### config.mk
export PLATFORM = sky130hd
export DESIGN_NAME = sd_cmd_seq_flat
export DESIGN_NICKNAME = d
export VERILOG_FILES = /design/src/rtl/sd_pkg.sv /design/src/rtl/sd_cmd_seq_if.sv /design/src/rtl/sd_crc7.sv /design/src/rtl/sd_cmd_seq.sv /design/src/flat_wrapper.sv
export SDC_FILE = /design/constraint.sdc
export NUM_CORES = 1
export LEC_CHECK = 0
export CAP_MARGIN = 15
export CORE_ASPECT_RATIO = 2
export CORE_UTILIZATION = 35
export CTS_BUF_LIST = sky130_fd_sc_hd__clkbuf_4
export CTS_CLUSTER_SIZE = 12
export DETAILED_ROUTE_END_ITERATION = 7
export GPL_TIMING_DRIVEN = 1
export HOLD_SLACK_MARGIN = 0.03
export PLACE_DENSITY_LB_ADDON = 0.25
export SLEW_MARGIN = 40
export SYNTH_ARGS = -nofsm -noshare
export SYNTH_HDL_FRONTEND = slang
export SYNTH_HIERARCHICAL = 1
export SYNTH_SLANG_ARGS = --single-unit
### constraint.sdc
create_clock -name clk_800k -period 6.5 [get_ports clk_800k]
set_clock_uncertainty 0.2 [all_clocks]
set_input_delay 0.65 -clock clk_800k [delete_from_list [all_inputs] [get_ports clk_800k]]
set_output_delay 0.65 -clock clk_800k [all_outputs]
set_load 0.02 [all_outputs]
### src/rtl/sd_pkg.sv
`default_nettype none
// +--------------------------------------------------------------------------+
// | Module  : sd_pkg                                                         |
// | Purpose : Shared types, constants and helper functions for the SD-card   |
// |           SPI-mode command sequencer (sd_cmd_seq) and its CRC7 unit.     |
// | Contents: sd_cmd_state_t state enum, fill/command/CRC constants,         |
// |           sd_fixed_crc_byte() and sd_crc7_step() helpers.                |
// | Revision: 1.0 - initial release                                          |
// +--------------------------------------------------------------------------+
package sd_pkg;

    // Sequencer states; explicit 3-bit encoding.
    typedef enum logic [2:0] {
        ST_IDLE  = 3'd0,
        ST_FRAME = 3'd1,
        ST_POLL  = 3'd2,
        ST_FILL  = 3'd3,
        ST_RESP  = 3'd4
    } sd_cmd_state_t;

    localparam logic [7:0] SD_FILL_BYTE  = 8'hFF;
    localparam logic [5:0] SD_CMD0       = 6'd0;
    localparam logic [5:0] SD_CMD8       = 6'd8;
    localparam logic [5:0] SD_CMD17      = 6'd17;

    // Complete "CRC + end bit" bytes used when CRC7 is not computed.
    localparam logic [7:0] SD_CRC_CMD0   = 8'h95;
    localparam logic [7:0] SD_CRC_CMD8   = 8'h87;
    localparam logic [7:0] SD_CRC_OTHER  = 8'h01;

    // Start bit (0) and transmission bit (1) that lead every command token.
    localparam logic [1:0] SD_START_BITS = 2'b01;

    // x^7 + x^3 + 1 with the x^7 term implicit.
    localparam logic [6:0] SD_CRC7_POLY  = 7'h09;

    // Fixed trailing byte for a command index. CMD0 and CMD8 are the only
    // commands the card checks before CRC checking is switched off.
    function automatic logic [7:0] sd_fixed_crc_byte(input logic [5:0] idx);
        logic [7:0] b;
        case (idx)
            SD_CMD0: b = SD_CRC_CMD0;
            SD_CMD8: b = SD_CRC_CMD8;
            default: b = SD_CRC_OTHER;
        endcase
        return b;
    endfunction

    // Advance a CRC7 register by one byte, MSB first.
    function automatic logic [6:0] sd_crc7_step(input logic [6:0] crc,
                                                input logic [7:0] data);
        logic [6:0] c;
        logic       fb;
        c = crc;
        for (int i = 7; i >= 0; i--) begin
            fb = c[6] ^ data[i];
            c  = {c[5:0], 1'b0};
            if (fb) begin
                c = c ^ SD_CRC7_POLY;
            end
        end
        return c;
    endfunction

endpackage : sd_pkg
`default_nettype wire

### src/rtl/sd_cmd_seq_if.sv
`default_nettype none
// +--------------------------------------------------------------------------+
// | Module  : sd_cmd_seq_if                                                  |
// | Purpose : Bundles the upstream command/response handshake and the        |
// |           byte-level SPI master handshake of sd_cmd_seq.                 |
// | Ports   : cmd_valid/cmd_ready/cmd_index/cmd_arg  - command request       |
// |           resp_valid/resp_r1/resp_timeout        - R1 response           |
// |           spi_begin/spi_tx/spi_done/spi_rx       - SPI byte transaction  |
// |           cs_n                                   - card select           |
// | Modports: slave  - the sequencer's view                                  |
// |           master - the environment (driver logic + SPI master) view      |
// | Revision: 1.0 - initial release                                          |
// +--------------------------------------------------------------------------+
interface sd_cmd_seq_if;
    logic        cmd_valid;
    logic        cmd_ready;
    logic [5:0]  cmd_index;
    logic [31:0] cmd_arg;
    logic        resp_valid;
    logic [7:0]  resp_r1;
    logic        resp_timeout;
    logic        spi_begin;
    logic [7:0]  spi_tx;
    logic        spi_done;
    logic [7:0]  spi_rx;
    logic        cs_n;

    modport slave (
        input  cmd_valid, cmd_index, cmd_arg, spi_done, spi_rx,
        output cmd_ready, resp_valid, resp_r1, resp_timeout,
               spi_begin, spi_tx, cs_n
    );

    modport master (
        output cmd_valid, cmd_index, cmd_arg, spi_done, spi_rx,
        input  cmd_ready, resp_valid, resp_r1, resp_timeout,
               spi_begin, spi_tx, cs_n
    );
endinterface : sd_cmd_seq_if
`default_nettype wire

### src/rtl/sd_crc7.sv
`default_nettype none
// +--------------------------------------------------------------------------+
// | Module  : sd_crc7                                                        |
// | Purpose : Byte-wide CRC7 accumulator (x^7+x^3+1, initial value 0).       |
// | Ports   : clk, rst_n (async, active low)                                 |
// |           clear  - restart from 0 (the byte on data is still folded in   |
// |                    when enable is also high)                             |
// |           enable - fold data into the running CRC                        |
// |           data   - byte to fold in                                       |
// |           crc    - current CRC7 value                                    |
// | Revision: 1.0 - initial release                                          |
// +--------------------------------------------------------------------------+
module sd_crc7
    import sd_pkg::*;
(
    input  wire logic       clk,
    input  wire logic       rst_n,
    input  wire logic       clear,
    input  wire logic       enable,
    input  wire logic [7:0] data,
    output logic      [6:0] crc
);

    logic [6:0] crc_q;
    logic [6:0] crc_d;
    logic [6:0] w_base;

    // Clearing and folding the first byte happen in the same cycle, so the
    // update starts from zero instead of the stale register value.
    always_comb begin
        w_base = clear ? 7'd0 : crc_q;
        crc_d  = w_base;
        if (enable) begin
            crc_d = sd_crc7_step(w_base, data);
        end
    end

    always_ff @(posedge clk or negedge rst_n) begin
        if (!rst_n) begin
            crc_q <= 7'd0;
        end else begin
            crc_q <= crc_d;
        end
    end

    assign crc = crc_q;

endmodule : sd_crc7
`default_nettype wire

### src/rtl/sd_cmd_seq.sv
`default_nettype none
// +--------------------------------------------------------------------------+
// | Module  : sd_cmd_seq                                                     |
// | Purpose : SD-card SPI-mode command sequencer. Frames one command as a    |
// |           6-byte token, sends it through a byte-level SPI master, polls  |
// |           with 0xFF bytes for the R1 response (or a poll limit), sends   |
// |           trailing 0xFF bytes, releases chip select and reports R1.      |
// | Ports   : clk_800k - clock shared with the SPI master                    |
// |           rst_n    - asynchronous active-low reset                       |
// |           bus      - sd_cmd_seq_if.slave (command, response, SPI, cs_n)  |
// | Params  : MAX_POLL  - filler bytes clocked while waiting for R1          |
// |           POST_FILL - 0xFF bytes sent after R1, before cs_n rises        |
// | Macro   : SD_CRC7_EN - when defined, the last frame byte carries a CRC7  |
// |           computed over bytes 0..4; otherwise a per-command constant.    |
// | Revision: 1.0 - initial release                                          |
// +--------------------------------------------------------------------------+
module sd_cmd_seq
    import sd_pkg::*;
#(
    parameter int MAX_POLL  = 8,
    parameter int POST_FILL = 1
) (
    input  wire logic     clk_800k,
    input  wire logic     rst_n,
    sd_cmd_seq_if.slave   bus
);

    localparam int POLL_W = (MAX_POLL  < 1) ? 1 : $clog2(MAX_POLL + 1);
    localparam int FILL_W = (POST_FILL < 1) ? 1 : $clog2(POST_FILL + 1);

    // ------------------------------------------------------------------
    // State and registered outputs
    // ------------------------------------------------------------------
    sd_cmd_state_t      state_q,        state_d;
    logic               cmd_ready_q,    cmd_ready_d;
    logic [5:0]         idx_q,          idx_d;
    logic [31:0]        arg_q,          arg_d;
    logic [2:0]         byte_cnt_q,     byte_cnt_d;
    logic [POLL_W-1:0]  poll_cnt_q,     poll_cnt_d;
    logic [FILL_W-1:0]  fill_cnt_q,     fill_cnt_d;
    logic [7:0]         r1_q,           r1_d;
    logic               timeout_q,      timeout_d;
    logic               resp_valid_q,   resp_valid_d;
    logic [7:0]         resp_r1_q,      resp_r1_d;
    logic               resp_timeout_q, resp_timeout_d;
    logic               spi_begin_q,    spi_begin_d;
    logic [7:0]         spi_tx_q,       spi_tx_d;
    logic               cs_n_q,         cs_n_d;

    logic               w_handshake;
    logic               w_poll_max;
    logic [7:0]         w_crc_byte;
    logic [7:0]         w_next_frame_byte;

    assign w_handshake = (state_q == ST_IDLE) && cmd_ready_q && bus.cmd_valid;
    assign w_poll_max  = (poll_cnt_q >= POLL_W'(MAX_POLL));

    // ------------------------------------------------------------------
    // Trailing frame byte: computed CRC7 or per-command constant
    // ------------------------------------------------------------------
`ifdef SD_CRC7_EN
    logic       w_crc_clear;
    logic       w_crc_en;
    logic [7:0] w_crc_data;
    logic [6:0] w_crc;

    // Fold each of bytes 0..4 in at the moment it is issued; by the time
    // byte 5 is chosen the register already covers the whole header.
    assign w_crc_clear = w_handshake;
    assign w_crc_en    = w_handshake ||
                         ((state_q == ST_FRAME) && bus.spi_done &&
                          (byte_cnt_q < 3'd4));
    assign w_crc_data  = spi_tx_d;

    sd_crc7 u_crc7 (
        .clk    (clk_800k),
        .rst_n  (rst_n),
        .clear  (w_crc_clear),
        .enable (w_crc_en),
        .data   (w_crc_data),
        .crc    (w_crc)
    );

    assign w_crc_byte = {w_crc, 1'b1};
`else
    assign w_crc_byte = sd_fixed_crc_byte(idx_q);
`endif

    // Byte that follows the one currently in flight (byte_cnt_q).
    always_comb begin
        case (byte_cnt_q)
            3'd0:    w_next_frame_byte = arg_q[31:24];
            3'd1:    w_next_frame_byte = arg_q[23:16];
            3'd2:    w_next_frame_byte = arg_q[15:8];
            3'd3:    w_next_frame_byte = arg_q[7:0];
            default: w_next_frame_byte = w_crc_byte;
        endcase
    end

    // ------------------------------------------------------------------
    // Next-state logic
    // ------------------------------------------------------------------
    always_comb begin
        state_d        = state_q;
        cmd_ready_d    = 1'b0;
        idx_d          = idx_q;
        arg_d          = arg_q;
        byte_cnt_d     = byte_cnt_q;
        poll_cnt_d     = poll_cnt_q;
        fill_cnt_d     = fill_cnt_q;
        r1_d           = r1_q;
        timeout_d      = timeout_q;
        resp_valid_d   = 1'b0;
        resp_r1_d      = resp_r1_q;
        resp_timeout_d = resp_timeout_q;
        spi_begin_d    = 1'b0;
        spi_tx_d       = spi_tx_q;
        cs_n_d         = cs_n_q;

        case (state_q)
            ST_IDLE: begin
                cmd_ready_d = 1'b1;
                cs_n_d      = 1'b1;
                if (w_handshake) begin
                    idx_d       = bus.cmd_index;
                    arg_d       = bus.cmd_arg;
                    byte_cnt_d  = 3'd0;
                    poll_cnt_d  = '0;
                    fill_cnt_d  = '0;
                    r1_d        = SD_FILL_BYTE;
                    timeout_d   = 1'b0;
                    cmd_ready_d = 1'b0;
                    cs_n_d      = 1'b0;
                    // Byte 0 is launched straight from the handshake so it
                    // appears together with the falling cs_n.
                    spi_begin_d = 1'b1;
                    spi_tx_d    = {SD_START_BITS, bus.cmd_index};
                    state_d     = ST_FRAME;
                end
            end

            ST_FRAME: begin
                if (bus.spi_done) begin
                    spi_begin_d = 1'b1;
                    if (byte_cnt_q == 3'd5) begin
                        spi_tx_d   = SD_FILL_BYTE;
                        poll_cnt_d = POLL_W'(1);
                        state_d    = ST_POLL;
                    end else begin
                        spi_tx_d   = w_next_frame_byte;
                        byte_cnt_d = byte_cnt_q + 3'd1;
                    end
                end
            end

            ST_POLL: begin
                if (bus.spi_done) begin
                    if (!bus.spi_rx[7] || w_poll_max) begin
                        // A set MSB at the limit means no R1 was seen.
                        timeout_d = bus.spi_rx[7];
                        r1_d      = bus.spi_rx[7] ? SD_FILL_BYTE : bus.spi_rx;
                        if (POST_FILL == 0) begin
                            cs_n_d  = 1'b1;
                            state_d = ST_RESP;
                        end else begin
                            fill_cnt_d  = FILL_W'(1);
                            spi_begin_d = 1'b1;
                            spi_tx_d    = SD_FILL_BYTE;
                            state_d     = ST_FILL;
                        end
                    end else begin
                        poll_cnt_d  = poll_cnt_q + POLL_W'(1);
                        spi_begin_d = 1'b1;
                        spi_tx_d    = SD_FILL_BYTE;
                    end
                end
            end

            ST_FILL: begin
                if (bus.spi_done) begin
                    if (fill_cnt_q >= FILL_W'(POST_FILL)) begin
                        cs_n_d  = 1'b1;
                        state_d = ST_RESP;
                    end else begin
                        fill_cnt_d  = fill_cnt_q + FILL_W'(1);
                        spi_begin_d = 1'b1;
                        spi_tx_d    = SD_FILL_BYTE;
                    end
                end
            end

            ST_RESP: begin
                // cs_n is already high here; the response follows one cycle
                // later, together with cmd_ready for the next command.
                resp_valid_d   = 1'b1;
                resp_r1_d      = r1_q;
                resp_timeout_d = timeout_q;
                cmd_ready_d    = 1'b1;
                state_d        = ST_IDLE;
            end

            default: begin
                cs_n_d  = 1'b1;
                state_d = ST_IDLE;
            end
        endcase
    end

    // ------------------------------------------------------------------
    // Registers
    // ------------------------------------------------------------------
    always_ff @(posedge clk_800k or negedge rst_n) begin
        if (!rst_n) begin
            state_q        <= ST_IDLE;
            cmd_ready_q    <= 1'b0;
            idx_q          <= 6'd0;
            arg_q          <= 32'd0;
            byte_cnt_q     <= 3'd0;
            poll_cnt_q     <= '0;
            fill_cnt_q     <= '0;
            r1_q           <= SD_FILL_BYTE;
            timeout_q      <= 1'b0;
            resp_valid_q   <= 1'b0;
            resp_r1_q      <= 8'h00;
            resp_timeout_q <= 1'b0;
            spi_begin_q    <= 1'b0;
            spi_tx_q       <= SD_FILL_BYTE;
            cs_n_q         <= 1'b1;
        end else begin
            state_q        <= state_d;
            cmd_ready_q    <= cmd_ready_d;
            idx_q          <= idx_d;
            arg_q          <= arg_d;
            byte_cnt_q     <= byte_cnt_d;
            poll_cnt_q     <= poll_cnt_d;
            fill_cnt_q     <= fill_cnt_d;
            r1_q           <= r1_d;
            timeout_q      <= timeout_d;
            resp_valid_q   <= resp_valid_d;
            resp_r1_q      <= resp_r1_d;
            resp_timeout_q <= resp_timeout_d;
            spi_begin_q    <= spi_begin_d;
            spi_tx_q       <= spi_tx_d;
            cs_n_q         <= cs_n_d;
        end
    end

    assign bus.cmd_ready    = cmd_ready_q;
    assign bus.resp_valid   = resp_valid_q;
    assign bus.resp_r1      = resp_r1_q;
    assign bus.resp_timeout = resp_timeout_q;
    assign bus.spi_begin    = spi_begin_q;
    assign bus.spi_tx       = spi_tx_q;
    assign bus.cs_n         = cs_n_q;

endmodule : sd_cmd_seq
`default_nettype wire

### src/flat_wrapper.sv
// flat-port wrapper written by rule: the top's interface ports become plain ports
module sd_cmd_seq_flat import sd_pkg::*;
#(
    parameter int MAX_POLL  = 8,
    parameter int POST_FILL = 1
)
  (clk_800k, rst_n, bus_cmd_valid, bus_cmd_index, bus_cmd_arg, bus_spi_done, bus_spi_rx, bus_cmd_ready, bus_resp_valid, bus_resp_r1, bus_resp_timeout, bus_spi_begin, bus_spi_tx, bus_cs_n);
  sd_cmd_seq_if bus_i ();
  input  wire logic clk_800k;
  input  wire logic rst_n;
  input wire logic [$bits(bus_i.cmd_valid)-1:0] bus_cmd_valid;
  input wire logic [$bits(bus_i.cmd_index)-1:0] bus_cmd_index;
  input wire logic [$bits(bus_i.cmd_arg)-1:0] bus_cmd_arg;
  input wire logic [$bits(bus_i.spi_done)-1:0] bus_spi_done;
  input wire logic [$bits(bus_i.spi_rx)-1:0] bus_spi_rx;
  output wire logic [$bits(bus_i.cmd_ready)-1:0] bus_cmd_ready;
  output wire logic [$bits(bus_i.resp_valid)-1:0] bus_resp_valid;
  output wire logic [$bits(bus_i.resp_r1)-1:0] bus_resp_r1;
  output wire logic [$bits(bus_i.resp_timeout)-1:0] bus_resp_timeout;
  output wire logic [$bits(bus_i.spi_begin)-1:0] bus_spi_begin;
  output wire logic [$bits(bus_i.spi_tx)-1:0] bus_spi_tx;
  output wire logic [$bits(bus_i.cs_n)-1:0] bus_cs_n;
  assign bus_i.cmd_valid = bus_cmd_valid;
  assign bus_i.cmd_index = bus_cmd_index;
  assign bus_i.cmd_arg = bus_cmd_arg;
  assign bus_i.spi_done = bus_spi_done;
  assign bus_i.spi_rx = bus_spi_rx;
  assign bus_cmd_ready = bus_i.cmd_ready;
  assign bus_resp_valid = bus_i.resp_valid;
  assign bus_resp_r1 = bus_i.resp_r1;
  assign bus_resp_timeout = bus_i.resp_timeout;
  assign bus_spi_begin = bus_i.spi_begin;
  assign bus_spi_tx = bus_i.spi_tx;
  assign bus_cs_n = bus_i.cs_n;
  sd_cmd_seq #(.MAX_POLL(MAX_POLL), .POST_FILL(POST_FILL)) u_core (.clk_800k(clk_800k), .rst_n(rst_n), .bus(bus_i));
endmodule
# [Yosys cells after proc, flatten, opt, wreduce, memory -nomap -nowiden]
# Cells that the tools add are included.
[totals] in_bits=50 output_inout_bits=21 ff_bits=79
[op_classes] n_eq_ne=19 magnitude_cmp=2 addsub=3 n_reduce_logical=22 n_mux=52 bitwise=1
[ops] op="8-bit 2-to-1 mux" n=10
[ops] op="8-bit one-hot mux with 4 select lines" n=2
[ops] op="8-bit one-hot mux with 2 select lines" n=2
[ops] op="3-bit 2-to-1 mux" n=10
[ops] op="4-bit 2-to-1 mux" n=5
[ops] op="6-bit AND reduction" n=3
[ops] op="1-bit 2-to-1 mux" n=15
[ops] op="3-bit by 2-bit == test with 1-bit output, second input constant" n=4
[ops] op="2-bit != test, second input constant" n=6
[ops] op="3-bit one-hot mux with 4 select lines" n=1
[ops] op="4-bit one-hot mux with 3 select lines" n=1
[ops] op="1-bit one-hot mux with 3 select lines" n=3
[ops] op="2-bit by 1-bit != test with 1-bit output, second input constant" n=4
[ops] op="4-bit AND reduction" n=2
[ops] op="7-bit AND reduction" n=1
[ops] op="3-bit by 1-bit == test with 1-bit output, second input constant" n=2
[ops] op="3-bit == test, second input constant" n=2
[ops] op="6-bit by 4-bit == test with 1-bit output, second input constant" n=1
[ops] op="3-bit zero test" n=2
[ops] op="6-bit zero test" n=1
[ops] op="3-bit one-hot mux with 2 select lines" n=1
[ops] op="3-bit nonzero test" n=2
[ops] op="4-bit by 1-bit adder with 4-bit output, second input constant" n=1
[ops] op="4-bit >= comparator, second input constant" n=1
[ops] op="14 further kinds" n=17

# [Longest topological paths before layout]
# Gate-level depths: netlist (run 1).
[depth] ltp_word=6 ltp_mapped=8

# [Worst setup path after synthesis (run 1)]
# No wires, ideal clock.
[synth_timing] path_type="flip-flop to flip-flop" from="reg u_core.byte_cnt_q[1]" to="reg u_core.poll_cnt_q[0]" path_slack_ps=4397 path_stages_with_launch=8 period_less_slack_ps=2103 t_arrival_ps=1775 n_path_buf=1 cell_sequence="dfrtp_1 inv_1 ha_1 buf_2 a211oi_2 a32oi_1 nand3b_1 mux2_1"
[synth_via] elab_chain_cells=3
[synth_rtl] element="from (decl)" line="sd_cmd_seq.sv:38" text="logic [2:0] byte_cnt_q, byte_cnt_d;"
[synth_rtl] element="from (signal assigned)" line="sd_cmd_seq.sv:234" text="byte_cnt_q <= byte_cnt_d;"
[synth_rtl] element="3-bit == test" line="sd_cmd_seq.sv:145" text="if (byte_cnt_q == 3'd5) begin"
[synth_rtl] element="2-bit by 1-bit != test with 1-bit output (no source line)"
[synth_rtl] element="6-bit AND reduction (no source line)"
[synth_rtl] element="to (signal assigned)" line="sd_cmd_seq.sv:235" text="poll_cnt_q <= poll_cnt_d;"
[synth_rtl] element="to (decl)" line="sd_cmd_seq.sv:39" text="logic [POLL_W-1:0] poll_cnt_q, poll_cnt_d;"
# No other way between the ends.
# A chain may end at the register's enable or synchronous reset.

# [Worst setup path in the final report (run 1)]
[layout_timing] from="reg u_core.state_q[0]" to="reg u_core.spi_tx_q[6] (netlist: u_core/bus.spi_tx[6])"
[layout_via] elab_chain_cells=5 word_cells_on_any_way=14
[layout_rtl] element="from (decl)" line="sd_cmd_seq.sv:34" text="sd_cmd_state_t state_q, state_d;"
[layout_rtl] element="from (signal assigned)" line="sd_cmd_seq.sv:230" text="state_q <= state_d;"
[layout_rtl] element="3-bit zero test" line="sd_cmd_seq.sv:55, sd_cmd_seq.sv:120"
[layout_rtl] element="1-bit logical AND (2 in series)" line="sd_cmd_seq.sv:55" text="assign w_handshake = (state_q == ST_IDLE) && cmd_ready_q && bus.cmd_valid;"
[layout_rtl] element="2-bit by 1-bit != test with 1-bit output (no source line)"
[layout_rtl] element="6-bit AND reduction (no source line)"
[layout_rtl] element="to (signal assigned)" line="sd_cmd_seq.sv:243" text="spi_tx_q <= spi_tx_d;"
[layout_rtl] element="to (decl)" line="sd_cmd_seq.sv:47" text="logic [7:0] spi_tx_q, spi_tx_d;"
# Parallel ways exist; a longest one is shown, timed or not.

==> results.txt, run 1 <==
----------------------------------------------------
[Place]
  Cell area reported after detailed placement ... 4423 sq um
  HPWL after DPL ... 6323 microns
  IO Port Bufs ... 70
  Weighted congestion at the end of routability-driven global placement ... 0.7811
  Placed cell count ... 554

[STA]
  Count of endpoints failing hold in the final timing report ... 0
  Post-route minimum period ... 2.656 ns
  Relative slew slack ... 48.99%
  Fmax ... 376.6 MHz
  Transition time at the pin with the least slew margin ... 0.7652 ns
  Max Transition Viols Final ... 0
  Setup repair after global routing missed its margin ... false
  Period utilisation layout ... 40.85%
  Count of final setup violators ... 0
  Final-layout setup total negative slack ... 0 ns

[Synthesis]
  Number of register bits inferred by synthesis ... 79
  Cell count after synthesis ... 370
  Average instance area after synthesis ... 9.807 sq um
  Proportion of register bits with asynchronous set or reset after synthesis ... 100.0%
  Number of enable-type register cells in the synthesized netlist ... 0
  Count of yosys warnings during synthesis ... 6
  Post-Syn Area ... 3628 sq um
  Count of different cell masters after synthesis ... 48
  Synthesized net count ... 427
  Dominant register cell in the synthesized netlist ... sky130_fd_sc_hd__dfrtp_1
  Sequential-to-total area share from yosys stat ... 55.07%

[Die]
  Die extent in x ... 74.00 microns
  Die Outline Area ... 10800 sq um
  Initial standard-cell utilization of the core ... 35.98%
  I/O pin cnt ... 71
  Core outline area ... 10080 sq um
  Placement row count ... 52
  Die Span Y ... 146.0 microns

[Final layout]
  Diodes inserted ... 0
  Filler cells ... 995
  Layout overhead on the synthesized area ... 24.90%
  Final design instance area without fill ... 4532 sq um
  Final cell count without fillers ... 570
  Layout Nets ... 487
  Share of final-layout standard cells stronger than drive strength 1 ... 10.80%

[Power and ir drop]
  Peak supply drop ... 206.0 uV
  Total internal power ... 1.210 mW
  Combinational power share ... 42.8%
  Fraction of power consumed by the clock network ... 12.5%
  Total power of the final layout ... 2.021 mW
  Sequential cell fraction of total power ... 44.8%
  Switching share of total power ... 40.10%
  Static Leakage ... 2.046 nW
  Total power divided by cell area ... 445.8 nW/um^2
  Power dissipated by switching net loads ... 810.2 uW

[Critical path]
  Worst flop-to-flop path startpoint ... u_core/state_q[0]
  Arrival time at the worst endpoint ... 2.82 ns
  Bufs and invs on worst path ... 1
  Startpoint type of the worst setup path ... flip-flop
  Crit-path slowest cell ... sky130_fd_sc_hd__dfrtp_1
  Maximum fanout along the worst path ... 23
  Crit path required time ... 6.66 ns
  Peak per-stage delay on the critical path ... 0.85 ns
  Cell type group with the largest total delay on the critical path ... simple AND/OR/NAND/NOR gates
  Worst setup startpoint ... u_core/state_q[0]
  Worst setup path category ... flip-flop to flip-flop
  Worst-path cell chain ... nand3b_4, or3_1, and2_1, inv_2, o22a_1
  CP endpoint kind ... flip-flop

[Drt]
  DR WL/cell ... 15.54 microns
  Vias per inst ... 5.075
  Final antenna-violating net count ... 0
  Sum of routed wire length over all layers ... 8856 microns
  DRC violations left ... 0
  Via total after detailed routing ... 2893
  Detailed-router iteration count before antenna repair ... 6
  First-iteration detailed-routing DRC count ... 240

[Run status]
  Outcome ... complete, no violations

[Clocking]
  Post-cts hold buffer count ... 0
  Num CTS Buffers ... 9
  Post-CTS repair timing setup buffer count ... 0
  TritonCTS clock tree ... done
  Post-cts repair resize count ... 0
  Clock H-tree levels ... 3
  CTS Buffer Depth ... 2
  Source-to-sink clock delay at the later pin of the worst-skew pair ... 0.43 ns
  Number of sinks handled by clock tree synthesis ... 79
  Clock-pin slew on the worst setup and hold paths ... 0.11 ns
  Clock root buffer ... sky130_fd_sc_hd__clkbuf_4

[Min path]
  Tightest Hold Check Type ... primary input to async pin

[Global routing]
  Pin count of the biggest net entering global routing ... 80
  Wire length of the first global-routing pass ... 13950 microns
  Number of antenna violations at the first check in global routing ... 0
  Via count of the first global-routing pass ... 2811
  Global router's overall resource usage ... 17.44%
  Congestion Overflow GR ... 0

[Job]
  Count of max-cap constraint violations ... 0

----------------------------------------------------
power groups by stage:
stage	combinational (mW)	sequential, mW	clock [mW]
finish	0.864	0.904	0.252
global placement	0.856	0.906	0
detailed placement	0.872	0.914	0
global route	0.953	0.936	0.279
floorplan	0.531	0.923	0
CTS	0.876	0.905	0.262
final timing paths:
kind,end,slack [ns],cells after the start
worst max-delay path,u_core/bus.spi_tx[6],3.84,5
min in group clk_800k,u_core/idx_q[2],0.28,2
worst min register to register,u_core/idx_q[2],0.28,2
worst min-delay path,u_core/poll_cnt_q[1],0.04,1
max in group asynchronous,u_core/arg_q[21],5.57,1
worst max register to register,u_core/bus.spi_tx[6],3.84,5
kinds of logic (layout without fill, tap and decap cells):
| family | Yosys count | after routing | share of synthesized area, % |
|---|---|---|---|
| simple gates | 171 | 171 | 20.59 |
| buf+inv | 34 | 99 | 4.103 |
| compound gates | 58 | 58 | 11.45 |
| flops | 79 | 79 | 55.07 |
| mux | 21 | 21 | 6.379 |
| fa+ha+maj | 7 | 7 | 2.414 |
synthesized netlist by cell type, drive strengths merged (4+ instances only):
master,n,area [sq um]
o21ai,13,65.06
mux2,17,191.4
nand3b,4,42.54
nor3,7,40.04
ha,7,87.58
nand3,13,70.07
buf,10,57.55
a21oi,9,45.04
nor2,14,52.55
mux2i,4,40.04
clkbuf,13,50.04
dfstp,17,446.7
a22oi,10,75.07
dfrtp,62,1551
inv,11,41.29
nand2,118,442.9
nand2b,9,56.30
state kept, by name, summed over array words and instances (netlist names), 3 cells and up:
| name | flops |
|---|---|
| u_core/idx_q | 6 |
| u_core/poll_cnt_q | 4 |
| u_core/byte_cnt_q | 3 |
| u_core/bus.resp_r1 | 8 |
| u_core/bus.spi_tx | 8 |
| u_core/arg_q | 32 |
| u_core/r1_q | 8 |
| u_core/state_q | 3 |
per-stage QoR:
stage | setup slack (ns) | utilization (%) | hold slack, ns
after floorplan | 4.397 | - | 0.1544
after global placement | 3.745 | 43.76 | 0.2421
after detailed placement | 3.705 | 43.86 | 0.2490
after CTS | 3.834 | 44.94 | 0.05019
after global routing | 3.672 | 44.94 | 0.08478
final | 3.844 | 44.94 | 0.03643
routing by layer:
layer | vias up | global-route usage [%] | share of wire [%]
met5 | - | 0 | 0
met1 | 1417 | 19.35 | 38
met3 | 18 | 3.324 | 4.8
li1 | 1369 | - | -
met2 | 89 | 30.64 | 55
met4 | 0 | 8.365 | 2.5
layout by cell type (no fill, tap or decap), types with 2 or more instances in the layout:
cell,synthesis,routed
sky130_fd_sc_hd__a211o_1,3,3
sky130_fd_sc_hd__a211oi_1,2,2
sky130_fd_sc_hd__a21oi_1,9,9
sky130_fd_sc_hd__a222oi_1,3,3
sky130_fd_sc_hd__a22oi_1,10,10
sky130_fd_sc_hd__buf_4,1,2
sky130_fd_sc_hd__clkbuf_4,0,13
sky130_fd_sc_hd__clkdlybuf4s50_1,0,69
sky130_fd_sc_hd__clkinv_1,0,3
sky130_fd_sc_hd__dfrtp_1,62,62
sky130_fd_sc_hd__dfstp_2,17,17
sky130_fd_sc_hd__ha_1,7,7
sky130_fd_sc_hd__inv_1,10,10
sky130_fd_sc_hd__mux2_1,12,12
sky130_fd_sc_hd__mux2_2,5,5
sky130_fd_sc_hd__mux2i_1,4,4
sky130_fd_sc_hd__nand2_1,118,118
sky130_fd_sc_hd__nand2b_1,9,9
sky130_fd_sc_hd__nand3_1,12,12
sky130_fd_sc_hd__nand3b_1,3,3
sky130_fd_sc_hd__nor2_1,14,14
sky130_fd_sc_hd__nor3_1,6,5
sky130_fd_sc_hd__nor3_2,1,2
sky130_fd_sc_hd__o21ai_0,9,9
sky130_fd_sc_hd__o21ai_1,4,4
sky130_fd_sc_hd__o22a_1,2,2
sky130_fd_sc_hd__o22ai_1,3,3
sky130_fd_sc_hd__o2bb2ai_1,2,2
sky130_fd_sc_hd__o31ai_2,2,2
sky130_fd_sc_hd__o32ai_1,2,2
area by class of cell:
type                            instances  area [sq um]  area share, %
Sequential cell                        79          1998          44.09
Multi-Input combinational cell        257          1498          33.05
Timing Repair Buffer                   72         716.9          15.82
Tap cell                              135         168.9          3.727
Clock buffer                           13         97.59          2.154
Inverter                               11         41.29         0.9111
Clock inverter                          3         11.26         0.2485
(Power assumes the default switching activity.)
==> run 2: changes to the inputs <==
clock period = 2.73 ns   (was 6.5 ns; I/O delays follow)
==> run 2 against run 1 <==
  * Count of clock-buffer cells in the layout fell by 1
  * Global-route usage rose by 0.97 points
  * Non-clock buffer count rose by 9
  * Final cell count rose by 1.6%
  * Clock power rose to 3.1 times the previous value
  * Die area did not move
  * Power rose by 150%
  * Largest cell class unchanged
  * Largest power group unchanged
==> results.txt, run 2 (synthesis results as in run 1) <==
----------------------------------------------------
[Clocking]
  Clock-pin slew on the worst setup and hold paths ... 0.12 ns
  Clock H-tree levels ... 3
  Source-to-sink clock delay at the later pin of the worst-skew pair ... 0.43 ns
  Post-cts repair resize count ... 0
  Num CTS Buffers ... 9
  Clock root buffer ... sky130_fd_sc_hd__clkbuf_4
  Number of sinks handled by clock tree synthesis ... 79
  CTS Buffer Depth ... 2
  TritonCTS clock tree ... done

[STA]
  Max Transition Viols Final ... 0
  Fmax ... 424.6 MHz
  Period utilisation layout ... 86.28%
  Count of final setup violators ... 0
  Transition time at the pin with the least slew margin ... 0.6980 ns
  Setup repair after global routing missed its margin ... false
  Count of endpoints failing hold in the final timing report ... 0
  Relative slew slack ... 53.46%
  Final-layout setup total negative slack ... 0 ns
  PnR worst setup slack ... 0.3746 ns
  Post-route minimum period ... 2.355 ns
  Final hold slack ... 0.1594 ns

[Drt]
  Via total after detailed routing ... 2858
  DRC violations left ... 0
  Vias per inst ... 4.936
  Final antenna-violating net count ... 0
  Sum of routed wire length over all layers ... 8892 microns
  First-iteration detailed-routing DRC count ... 234
  DR WL/cell ... 15.36 microns
  Detailed-router iteration count before antenna repair ... 6

[Critical path]
  Reg2Reg Depth ... 4
  Cell depth of the worst setup path ... 4
  Peak per-stage delay on the critical path ... 0.72 ns
  CP endpoint kind ... flip-flop
  Worst setup path category ... flip-flop to flip-flop
  Maximum fanout along the worst path ... 16
  Bufs and invs on worst path ... 0
  Cell type group with the largest total delay on the critical path ... compound AO/OA/AOI/OAI gates
  Arrival time at the worst endpoint ... 2.50 ns
  Startpoint type of the worst setup path ... flip-flop
  Crit path required time ... 2.87 ns
  Worst-path cell chain ... o21ba_1, nand3_2, and2_1, o31ai_2
  Crit-path slowest cell ... sky130_fd_sc_hd__dfrtp_1

[Die]
  Placement row count ... 52
  Core outline area ... 10080 sq um
  I/O pin cnt ... 71
  Die Outline Area ... 10800 sq um
  Initial standard-cell utilization of the core ... 35.98%
  Die Span Y ... 146.0 microns
  Die extent in x ... 74.00 microns

[Place]
  Worst slack at placement ... 0.3641 ns
  HPWL after DPL ... 6422 microns
  Placed cell count ... 562
  Weighted congestion at the end of routability-driven global placement ... 0.8078
  Cell area reported after detailed placement ... 4477 sq um
  IO Port Bufs ... 70

[Final layout]
  Final cell count without fillers ... 579
  Filler cells ... 1004
  Most common cell after layout, fill and taps aside ... sky130_fd_sc_hd__nand2_1
  Layout Nets ... 496
  Layout overhead on the synthesized area ... 28.07%
  Footprint of the multi-input gates ... 1491 sq um
  Flip-flop and latch area ... 1998 sq um
  Share of final-layout standard cells stronger than drive strength 1 ... 13.06%
  Max reg flops ... 32
  Diodes inserted ... 0
  Final design instance area without fill ... 4647 sq um
  Highest-count cells in the layout ignoring fill and taps ... sky130_fd_sc_hd__nand2_1, sky130_fd_sc_hd__clkdlybuf4s50_1, sky130_fd_sc_hd__dfrtp_1, sky130_fd_sc_hd__dfstp_2, sky130_fd_sc_hd__nor2_1
  Utilization of the core after routing ... 46.08%
  Largest reg by FF count ... u_core/arg_q

[Job]
  Count of max-cap constraint violations ... 0

[Global routing]
  Pin count of the biggest net entering global routing ... 77
  Global router's overall resource usage ... 18.41%
  Number of antenna violations at the first check in global routing ... 0
  Wire length of the first global-routing pass ... 14810 microns
  Congestion Overflow GR ... 0
  Via count of the first global-routing pass ... 2995

[Power and ir drop]
  Switching share of total power ... 38.34%
  Sequential cell fraction of total power ... 42.2%
  Total power divided by cell area ... 1084 nW/um^2
  Total internal power ... 3.107 mW
  Fraction of power consumed by the clock network ... 15.6%
  Combinational power share ... 42.2%
  Peak supply drop ... 582.8 uV
  Power dissipated by switching net loads ... 1.932 mW
  Total power of the final layout ... 5.039 mW
  Static Leakage ... 2.116 nW

[Min path]
  Hold Path Stages ... 3
  Tightest Hold Check Type ... primary input to flip-flop

[Run status]
  Outcome ... complete, no violations

----------------------------------------------------
-- run 2: changes by cell type in the layout (fill, tap and decap cells not counted) --
cell	before	now
sky130_fd_sc_hd__buf_4	2	10
sky130_fd_sc_hd__clkinv_1	3	0
sky130_fd_sc_hd__bufinv_16	0	2
sky130_fd_sc_hd__clkinv_2	0	2
sky130_fd_sc_hd__clkbuf_4	13	12
sky130_fd_sc_hd__dlygate4sd3_1	0	1
sky130_fd_sc_hd__nor3b_2	0	1
sky130_fd_sc_hd__nor3b_4	1	0
-- run 2: final timing paths --
| kind | from | endpoint | slack, ns |
|---|---|---|---|
| min in group asynchronous | rst_n | u_core/poll_cnt_q[0] | 0.21 |
| worst min register to register | u_core/idx_q[2] | u_core/idx_q[2] | 0.27 |
| worst max register to register | u_core/state_q[1] | u_core/bus.spi_tx[4] | 0.37 |
| worst min-delay path | bus_cmd_arg[8] | u_core/arg_q[8] | 0.16 |
| worst max-delay path | u_core/state_q[1] | u_core/bus.spi_tx[4] | 0.37 |
| max in group asynchronous | rst_n | u_core/r1_q[1] | 1.44 |
-- run 2: layout make-up --
class / instances / share of cell area (%)
Inverter: 11 / 0.8885
Sequential cell: 79 / 43.00
Clock buffer: 12 / 1.939
Multi-Input combinational cell: 257 / 32.09
Timing Repair Buffer: 81 / 16.94
Clock inverter: 4 / 1.508
Tap cell: 135 / 3.635
-- run 2: tightest hold or removal path: cells and delay by family --
| family | cells | cell delay, ns |
|---|---|---|
| buffers and inverters | 1 | 0.39 |
| AND/OR/NAND/NOR | 2 | 0.09 |
-- run 2: power by group through the flow --
stage,clock network [mW],logic (mW),registers [mW]
final,0.785,2.13,2.13
after global routing,0.876,2.36,2.21
after CTS,0.822,2.16,2.14
after detailed placement,0,2.14,2.15
after global placement,0,2.11,2.14
after floorplan,0,1.26,2.20
-- run 2: timing repair --
action                                 in CTS  in global routing
setup buffers                               0                  0
hold buffers                                1                  0
endpoints found under the hold margin      62                  0
-- run 2: metal layers --
metal | vias up | track usage (%) | part of all wire (%)
met5 | - | 0 | 0
met4 | 0 | 9.423 | 2.2
met3 | 14 | 3.670 | 4.3
met2 | 70 | 32.14 | 56
met1 | 1392 | 20.26 | 38
li1 | 1382 | - | -
